==> config.mk <==
export PLATFORM = sky130hd
export DESIGN_NAME = div_radix2
export DESIGN_NICKNAME = d
export VERILOG_FILES = /design/src/rtl/div_radix2.sv
export SDC_FILE = /design/constraint.sdc
export NUM_CORES = 1
export LEC_CHECK = 0
export CAP_MARGIN = 10
export CORE_MARGIN = 5
export CORE_UTILIZATION = 57
export DETAILED_ROUTE_END_ITERATION = 12
export GPL_ROUTABILITY_DRIVEN = 0
export GPL_TIMING_DRIVEN = 1
export HOLD_SLACK_MARGIN = 0.05
export PLACE_DENSITY = 0.82
export SKIP_CTS_REPAIR_TIMING = 1
export SYNTH_ARGS = -nofsm -noshare
export SYNTH_HDL_FRONTEND = slang
export SYNTH_SLANG_ARGS = --single-unit
export TNS_END_PERCENT = 30
==> constraint.sdc <==
create_clock -name clk -period 5.55 [get_ports clk]
set_input_delay 1.3875 -clock clk [delete_from_list [all_inputs] [get_ports clk]]
set_output_delay 1.3875 -clock clk [all_outputs]
set_load 0.005 [all_outputs]
==> src/rtl/div_radix2.sv <==
// Multi-cycle restoring radix-2 divider for DIV/DIVU: one quotient bit per cycle,
// result {remainder, quotient} held in END until the pipeline releases it.
module div_radix2 #(
  parameter int WIDTH = 32,
  parameter int CNT_W = 6
) (
  input  logic               clk,
  input  logic               rst,
  input  logic               start,
  input  logic               signed_div,
  input  logic [WIDTH-1:0]   opdata1,
  input  logic [WIDTH-1:0]   opdata2,
  input  logic               annul,
  input  logic               hold,
  output logic [2*WIDTH-1:0] result,
  output logic               ready,
  output logic [1:0]         dbgState
);

  // Handshake: start is sampled only in FREE; ready is high exactly while in END,
  // and the result is consumed on the first END cycle with hold low.
  typedef enum logic [1:0] {FREE = 2'd0, ZERO = 2'd1, ON = 2'd2, END = 2'd3} state_t;

  state_t           state, nextState;
  logic [CNT_W-1:0] counter;
  logic [2*WIDTH:0] work;
  logic [WIDTH-1:0] divisor;
  logic             negQuot, negRem;

  logic [WIDTH-1:0] absDividend, absDivisor;
  logic [2*WIDTH:0] shifted, stepWork;
  logic [WIDTH:0]   diff;
  logic             noBorrow, lastStep;
  logic [WIDTH-1:0] quotRaw, remRaw, finalQuot, finalRem;

  assign absDividend = (signed_div && opdata1[WIDTH-1]) ? -opdata1 : opdata1;
  assign absDivisor  = (signed_div && opdata2[WIDTH-1]) ? -opdata2 : opdata2;

  // Upper WIDTH+1 bits hold the partial remainder, lower WIDTH bits collect the quotient.
  always_comb begin
    shifted  = {work[2*WIDTH-1:0], 1'b0};
    noBorrow = shifted[2*WIDTH:WIDTH] >= {1'b0, divisor};
    diff     = shifted[2*WIDTH:WIDTH] - {1'b0, divisor};
    stepWork = shifted;
    if (noBorrow) stepWork = {diff, shifted[WIDTH-1:1], 1'b1};
  end

  assign quotRaw   = stepWork[WIDTH-1:0];
  assign remRaw    = stepWork[2*WIDTH-1:WIDTH];
  assign finalQuot = negQuot ? -quotRaw : quotRaw;
  assign finalRem  = negRem ? -remRaw : remRaw;
  assign lastStep  = (counter == CNT_W'(WIDTH - 1));

  always_comb begin
    nextState = state;
    case (state)
      FREE:    if (start) nextState = (opdata2 == '0) ? ZERO : ON;
      ZERO:    nextState = END;
      ON:      if (lastStep) nextState = END;
      END:     if (!hold) nextState = FREE;
      default: nextState = FREE;
    endcase
    if (annul) nextState = FREE;
  end

  always_ff @(posedge clk) begin
    if (rst) state <= FREE;
    else     state <= nextState;
  end

  always_ff @(posedge clk) begin
    if (rst) begin
      counter <= '0;
      work    <= '0;
      divisor <= '0;
      negQuot <= 1'b0;
      negRem  <= 1'b0;
      result  <= '0;
    end else if (!annul) begin
      case (state)
        FREE: begin
          if (start && opdata2 != '0) begin
            divisor <= absDivisor;
            work    <= {{(WIDTH+1){1'b0}}, absDividend};
            negQuot <= signed_div & (opdata1[WIDTH-1] ^ opdata2[WIDTH-1]);
            negRem  <= signed_div & opdata1[WIDTH-1];
            counter <= '0;
          end
        end
        ZERO: result <= '0;
        ON: begin
          work    <= stepWork;
          counter <= counter + CNT_W'(1);
          if (lastStep) result <= {finalRem, finalQuot};
        end
        default: ;
      endcase
    end
  end

  assign ready    = (state == END);
  assign dbgState = state;

endmodule

# --- After elaboration in Yosys (flattened, before gate mapping) ---
# Index checks and enable logic that the tools add are counted.
op_classes:
  muxes: 16
  n_lt_le_gt_ge: 1
  reduce_logical: 13
  eq_ne: 8
  n_bitwise: 4
  n_addsub: 6
op_table:
  columns: ["operator", "n"]
  rows:
  - ["64-bit one-hot mux with 2 select lines", 2]
  - ["64-bit two-way mux", 3]
  - ["32-bit two-way mux", 4]
  - ["32-bit negation", 4]
  - ["33-bit by 32-bit greater-or-equal comparator with 1-bit output", 1]
  - ["32-bit logical NOT", 1]
  - ["32-bit nonzero test", 1]
  - ["32-bit subtractor", 1]
  - ["6-bit one-hot mux with 2 select lines", 1]
  - ["3-bit AND reduction", 4]
  - ["2-bit two-way mux", 4]
  - ["2-bit inequality test (second input constant)", 4]
  - ["2-bit one-hot mux with 4 select lines", 1]
  - ["6-bit by 1-bit adder with 6-bit output (second input constant)", 1]
  - ["6-bit by 5-bit equality test with 1-bit output (second input constant)", 1]
  - ["6-bit two-way mux", 1]
  - ["2-bit equality test (second input constant)", 2]
  - ["2-bit nonzero test", 2]
  - ["1-bit logical AND", 3]
  - ["1-bit AND", 2]
  - ["2-bit by 1-bit equality test with 1-bit output (second input constant)", 1]
  - ["2-bit logical NOT", 1]
  - ["2-bit OR reduction", 1]
  - ["1-bit inverter", 1]
  - ["1-bit bitwise XOR", 1]
word_totals:
  out_inout_bits: 67
  wordCells: 55
  input_bits: 70
  ff_bits: 170

# --- Depth between registers and ports, before layout ---
logic_depth:
  depth_word: 6
  mapped_depth: 21
  ltp_nobuf: 17

# --- Worst setup path after synthesis ---
# OpenSTA, ideal clock, no wires.
synth_path:
  path_type: "input port to flip-flop"
  from: "input port opdata2[0]"
  to: "register work[15]"
  path_slack_ns: 0.910
  setup_ns: 0.132
  required_time_ns: 5.418
  stages: 16
  arrival_ns: 4.508
  path_buffers: 5
  cell_sequence: "inv_1 ha_1 or3b_2 or3_1 or2_2 clkbuf_1 or3_4 or2_1 buf_2 o31a_1 buf_2 or2_1 buf_2 clkbuf_1 nand2_1 a21oi_1"
synth_via:
  elab_chain_cells: 4
synth_rtl:
  columns: ["element", "line_no", "text"]
  rows:
  - ["start: declaration", "12", "input logic [WIDTH-1:0] opdata2,"]
  - ["32-bit nonzero test", "82", "if (start && opdata2 != '0) begin"]
  - ["1-bit logical AND", "82", null]
  - ["2-bit inequality test (no line)", null, null]
  - ["3-bit AND reduction (no line)", null, null]
  - ["end signal: assignment", "84", "work <= {{(WIDTH+1){1'b0}}, absDividend};"]
  - ["end signal: assignment", "92", "work <= stepWork;"]
  - ["end: declaration", "26", "logic [2*WIDTH:0] work;"]
# No other way between the ends.
# A chain may end at the register's enable or synchronous reset.

# --- Worst setup path in the final report ---
layout_path:
  from: "register work[31]"
  to: "register result[60]"
layout_via:
  elab_chain_cells: 6
  word_cells_on_any_way: 7
  classes_between: "2 x add/sub; 1 x order compare; 4 x mux"
layout_rtl:
  columns: ["element", "line_no", "text"]
  rows:
  - ["32-bit subtractor or 33-bit by 32-bit greater-or-equal comparator with 1-bit output (tied branches)", "43, 42", null]
  - ["64-bit two-way mux (*)", "45", "if (noBorrow) stepWork = {diff, shifted[WIDTH-1:1], 1'b1};"]
  - ["32-bit negation", "51", "assign finalRem = negRem ? -remRaw : remRaw;"]
  - ["32-bit two-way mux (*)", "51", null]
  - ["64-bit two-way mux (*)", "94", "if (lastStep) result <= {finalRem, finalQuot};"]
  - ["64-bit one-hot mux with 2 select lines (*)", "80", "case (state)"]
  - ["end signal: assignment", "94", null]
  - ["end: declaration", "15", "output logic [2*WIDTH-1:0] result,"]
# Mark *: on every way between the ends. The rest lies on a longest branch, timed or not. The select of a mux whose other input is x is not followed.

==> impl_metrics.yaml <==
run_status:
  outcome: "finished, final reports clean"
placed_design:
  post-dp-hpwl_um: 26490
  numPortBuffers: 136
power:
  p_leak_nw: 5.097
  powerDensity_nw_per_um2: 246.5
  irDropWorstVdd_mv: 0.1946
setup_path:
  required_ps: 5840
  cp-startpoint: "work[31]$_SDFFE_PP0P_"
  slowest_delay_ps: 800
  crit_path_end_kind: "flip-flop"
  cp_cell_sequence: "inv_1, ha_1, inv_1, fa_1, a21o_1, a221oi_2, o21ai_0, a311oi_1, o22ai_1, a2111oi_0, o211ai_1, o41ai_1, xor2_1, o21ai_0"
  r2r-start: "work[31]$_SDFFE_PP0P_"
  cp_max_fo: 6
  arrival_ps: 5210
  crit_type: "reg -> reg"
  slowest_stage: "a2111oi_0"
  startpoint_type: "flip-flop"
global_route:
  grt_max_degree: 98
  grt_first_pass_wirelength_um: 58210
  grt.total_usage_pct: 29.54
  antenna_found_initial: 1
  first_global_vias: 11430
  overflow: 0
logic_synthesis:
  yosysMostFrequentCell: "nand2_1"
  synth_top_cells_by_area: "dfxtp_1 29%, nand2_1 7.0%, a21oi_1 6.1%"
  yosysTopAreaCellShare_pct: 29.02
  ys_types: 76
  synth_ff_type: "dfxtp_1"
  synth_area_um2: 11730
  synth_edf_count: 0
  yosysTopAreaCell: "dfxtp_1"
  async_flop_share_pct: 0
  ys_warn_count: 0
  syn_avg_cell_area_um2: 7.321
  synth_common_cells: "218 x nand2_1, 170 x dfxtp_1, 170 x nor2_1"
  synth_fp_nets: 1714
  ys_ff_latch: 170
  syn_inst: 1602
  seq_area_frac_synth_pct: 29.02
drt:
  post_drt_wl_per_cell_um: 18.47
  vias: 12480
  wl_um: 36290
  remaining_drc_errors: 0
  viasPerCell: 6.350
  drtPass1Iterations: 7
  postRouteAntennaNets: 0
  drtIter0Drc: 1363
hold_path:
  hold_path_class: "reg -> reg"
  min-delay-start: "result[59]$_SDFFE_PP0P_"
clocking:
  cts_max_level: 4
  clockBufferDepth: 2
  worstSkewPairLatency_ps: 440
  clock_sinks: 170
  cts_buffers: 17
  clkSlewWorstSetupHoldPaths_ps: 70
  cts_tree: "done"
  cts_root_buffer: "clkbuf_16"
layout:
  antenna_cells: 0
  drive_above_1_share_pct: 5.015
  syn_to_final_growth_pct: 18.27
  utilization_pct: 68.54
  layout.nets: 1795
die:
  rows: 52
  core_area_um2: 20230
  die_y_um: 153.4
  fp.dieW_um: 153.4
  num_io_pins: 137
  die-area_um2: 23540
  initial_core_util_pct: 57.96
sta:
  rsz0062_at_grt: "false"
  hold_viol_final: 0
  tns_ps: 0
  relSlewSlack_pct: 24.20
  tightestPinTransition_ps: 1136
  timing.fmax_ghz: 0.2029
  drv_slew: 0
  fin_skew_ps: 13.56
  setup_viol: 0
  min_period_ps: 4927
  fin_crit_sh_pct: 88.78
job:
  maxCapViolCount: 0
[cell type report]
class	count	area [um2]
Multi-Input combinational cell	1276	7727
Fill cell	1721	6365
Sequential cell	170	3403
Timing Repair Buffer	161	1572
Clock buffer	18	429.2
Tap cell	270	337.8
Inverter	57	214.0
Clock inverter	13	186.4
[worst max-delay path: cells and delay by family (launching register included)]
family	cells	cell delay, ps
buffers and inverters	2	200
xor gates and xnor gates	1	210
DFF	1	340
AOI/OAI and AO/OA	9	3350
adders and majority gates	2	670
[power breakdown]
part / switching, W / leakage [nW] / internal, W
Combinational: 0.000539 / 3.43 / 0.000315
Clock: 0.000547 / 0.290 / 0.000721
Sequential: 0.0000387 / 1.38 / 0.00126
[stage by stage]
stage / total power, W / hold WS, ps / setup slack, ps / instance area [um2] / instances
2_1_floorplan: 0.001889 / 445.3 / 909.9 / 11730 / 1602
3_3_place_gp: 0.002128 / 435.0 / 311.6 / 13250 / 1934
3_5_place_dp: 0.002144 / 443.3 / 172.7 / 13250 / 1934
4_1_cts: 0.003398 / 458.6 / 613.3 / 13870 / 1965
5_1_grt: 0.003550 / 473.6 / 316.6 / 13870 / 1965
6_report: 0.003419 / 450.4 / 622.5 / 13870 / 1965
[worst paths after layout]
kind | to | slack (ps) | depth (start not counted)
max | result[60]$_SDFFE_PP0P_ | 620 | 14
min | result[59]$_SDFFE_PP0P_ | 450 | 2
max reg2reg | result[60]$_SDFFE_PP0P_ | 620 | 14
min reg2reg | result[59]$_SDFFE_PP0P_ | 450 | 2
[flip-flops by register name (all words and copies together), names as in the netlist]
| register | count |
|---|---|
| dbgState | 2 |
| negQuot | 1 |
| result | 64 |
| negRem | 1 |
| work | 64 |
| counter | 6 |
| divisor | 32 |
[logic make-up after synthesis]
family                     synth area share (%)
xor gates and xnor gates                  9.858
DFF                                       29.02
buffers and inverters                     5.249
and+or+nand+nor                           23.31
AOI/OAI and AO/OA                         25.91
muxes                                     2.102
adders and majority gates                 4.545
[metal layers]
layer	vias to the layer above	global-route usage, %	wire length [um]
li1	5903	-	-
met1	5758	39.13	14880
met2	678	47.63	16500
met3	136	4.891	3276
met4	2	12.83	1616
met5	-	0	13
[placed cells by master (no fill, tap or decap), drive strengths merged, types with 35 or more instances in the layout]
cell	n
nand3	49
o21ai	118
a211oi	42
a22oi	35
xor2	63
nor2	171
nor3	49
a21oi	145
nand2	218
ha	41
xnor2	69
inv	61
dfxtp	170
clkdlybuf4s50	135
(Power assumes the default switching activity.)
==> edit: new RTL, same flow settings <==
Set the parameter `CNT_W` to 3 (it was 6).
--- a/src/rtl/div_radix2.sv
+++ b/src/rtl/div_radix2.sv
@@ -4,3 +4,3 @@
   parameter int WIDTH = 32,
-  parameter int CNT_W = 6
+  parameter int CNT_W = 3
 ) (
Behaviour: same outputs for any inputs over 4 cycles, from zero or initial values and one cycle with rst high; that may be too few to reach the edited logic, so the function may still have changed.
==> edit against the original RTL <==
  * Setup slack better by 0.0060 ns
  * Largest cell class unchanged
  * Sequential cell count is 3 lower
  * First-iteration DRC count is 5.9% higher
  * Highest routed layer is now met4
  * Cell area decreased by 2.8%
  * Wire length shrank 8.1%
  * Total power fell by 6.1%
  * Synthesized cell count is 4.0% lower
  * Area after synthesis is 2.3% lower
  * Fmax rose by 0.12%
  * Critical path depth grew 2
==> edit: results (changes against the original RTL) <==
post-synthesis cell area 11,500 um2 (was 11,700 um2); P_leak 5.00 nW (was 5.10 nW); synth cell count leaders nand2_1, dfxtp_1, nor2_1, a21oi_1, o21ai_0 (unchanged); CP max stage delay 0.50 ns (was 0.80 ns); peak supply drop 210 uV (was 195 uV); placed cell area 12,900 um2 (was 13,300 um2); DR iter-0 viols 1,444 (was 1,363); FF-to-FF path depth 16 (was 14); CP max FO 7 (was 6); DRT Pass-1 Iters 6 (was 7); layout cells sized above 1 5.35% (was 5.01%); initial antenna violation count 0 (was 1); CP max stage cell o41ai_1 (was a2111oi_0); first-pass GRT wire length 54.1 mm (was 58.2 mm); setup slack, reg-to-reg 0.63 ns; R2R Path Start work[39]$_SDFFE_PP0P_ (was work[31]$_SDFFE_PP0P_); status complete, no violations (unchanged); reg2reg end result[62]$_SDFFE_PP0P_ (was result[60]$_SDFFE_PP0P_); worst-margin pin slew 1.10 ns (was 1.14 ns); final clock skew 0.00870 ns (was 0.0136 ns); fin nets 1,727 (was 1,795); GRT Total Usage 28.9% (was 29.5%); Distinct cells, synth 79 (was 76); vias in the first global route 10,700 (was 11,400); hpwl dp 24.7 mm (was 26.5 mm); largest net degree at the start of global routing 104 (was 98); Synth area leaders dfxtp_1, nand2_1, xnor2_1, a21oi_1, nor2_1 (was dfxtp_1, nand2_1, a21oi_1, nor2_1, xnor2_1); sequential area share after synthesis 29.2% (was 29.0%); wire length per cell 17.6 um (was 18.5 um); end of the worst hold path result[59]$_SDFFE_PP0P_ (unchanged); DP Worst Slack 0.536 ns (was 0.173 ns)
-- edit: final cells by class --
cell class                      count  area [um2]
Multi-Input combinational cell   1219        7540
Fill cell                        1671        6170
Sequential cell                   167        3340
Timing Repair Buffer              155        1530
Clock buffer                       18         429
Tap cell                          265         332
Inverter                           54         203
Clock inverter                     14         115
-- edit: how the worst max path moves through the flow --
| stage | start | end | slack [ns] |
|---|---|---|---|
| detailed placement | opdata2[0] | work[38]$_SDFFE_PP0P_ | 0.54 |
| floorplan | divisor[19]$_SDFFE_PP0P_ | result[62]$_SDFFE_PP0P_ | 0.40 |
| finish | work[39]$_SDFFE_PP0P_ | result[62]$_SDFFE_PP0P_ | 0.63 |
| global placement | opdata2[0] | work[38]$_SDFFE_PP0P_ | 0.69 |
| global route | work[52]$_SDFFE_PP0P_ | result[62]$_SDFFE_PP0P_ | 0.30 |
| CTS | work[34]$_SDFFE_PP0P_ | result[62]$_SDFFE_PP0P_ | 0.74 |
-- edit: per-stage QoR --
step                      hold WS, ns  instances
after CTS                       0.458       1892
after floorplan                 0.432       1538
after global routing            0.482       1892
after global placement          0.439       1860
final                           0.453       1892
after detailed placement        0.446       1860
-- edit: cells by family after synthesis --
family	count (synthesis)	synth area share (%)
and+or+nand+nor	570	22.9
AOI/OAI and AO/OA	442	25.2
DFF	167	29.2
buffers and inverters	152	5.17
xor gates and xnor gates	139	10.6
adders and majority gates	43	4.76
muxes	25	2.25
-- edit: worst min-delay path: cells and delay by family, from the launching register on --
| family | cells | cell delay, ns |
|---|---|---|
| compound gates | 1 | 0.05 |
| flops | 1 | 0.31 |
| simple gates | 1 | 0.05 |
-- edit: routing by layer --
metal | GRT usage (%) | part of all wire, %
met3 | 6.78 | 12
met1 | 41.8 | 44
met2 | 43.5 | 43
met4 | 7.32 | 1.8
met5 | 0 | 0
-- edit: power by group --
| group | leakage [nW] | total, mW | switching, mW | internal [mW] |
|---|---|---|---|---|
| combinational | 3.39 | 0.809 | 0.501 | 0.308 |
| clock | 0.258 | 1.12 | 0.539 | 0.583 |
| sequential | 1.35 | 1.28 | 0.0442 | 1.23 |
| total | 5.00 | 3.21 | 1.08 | 2.13 |
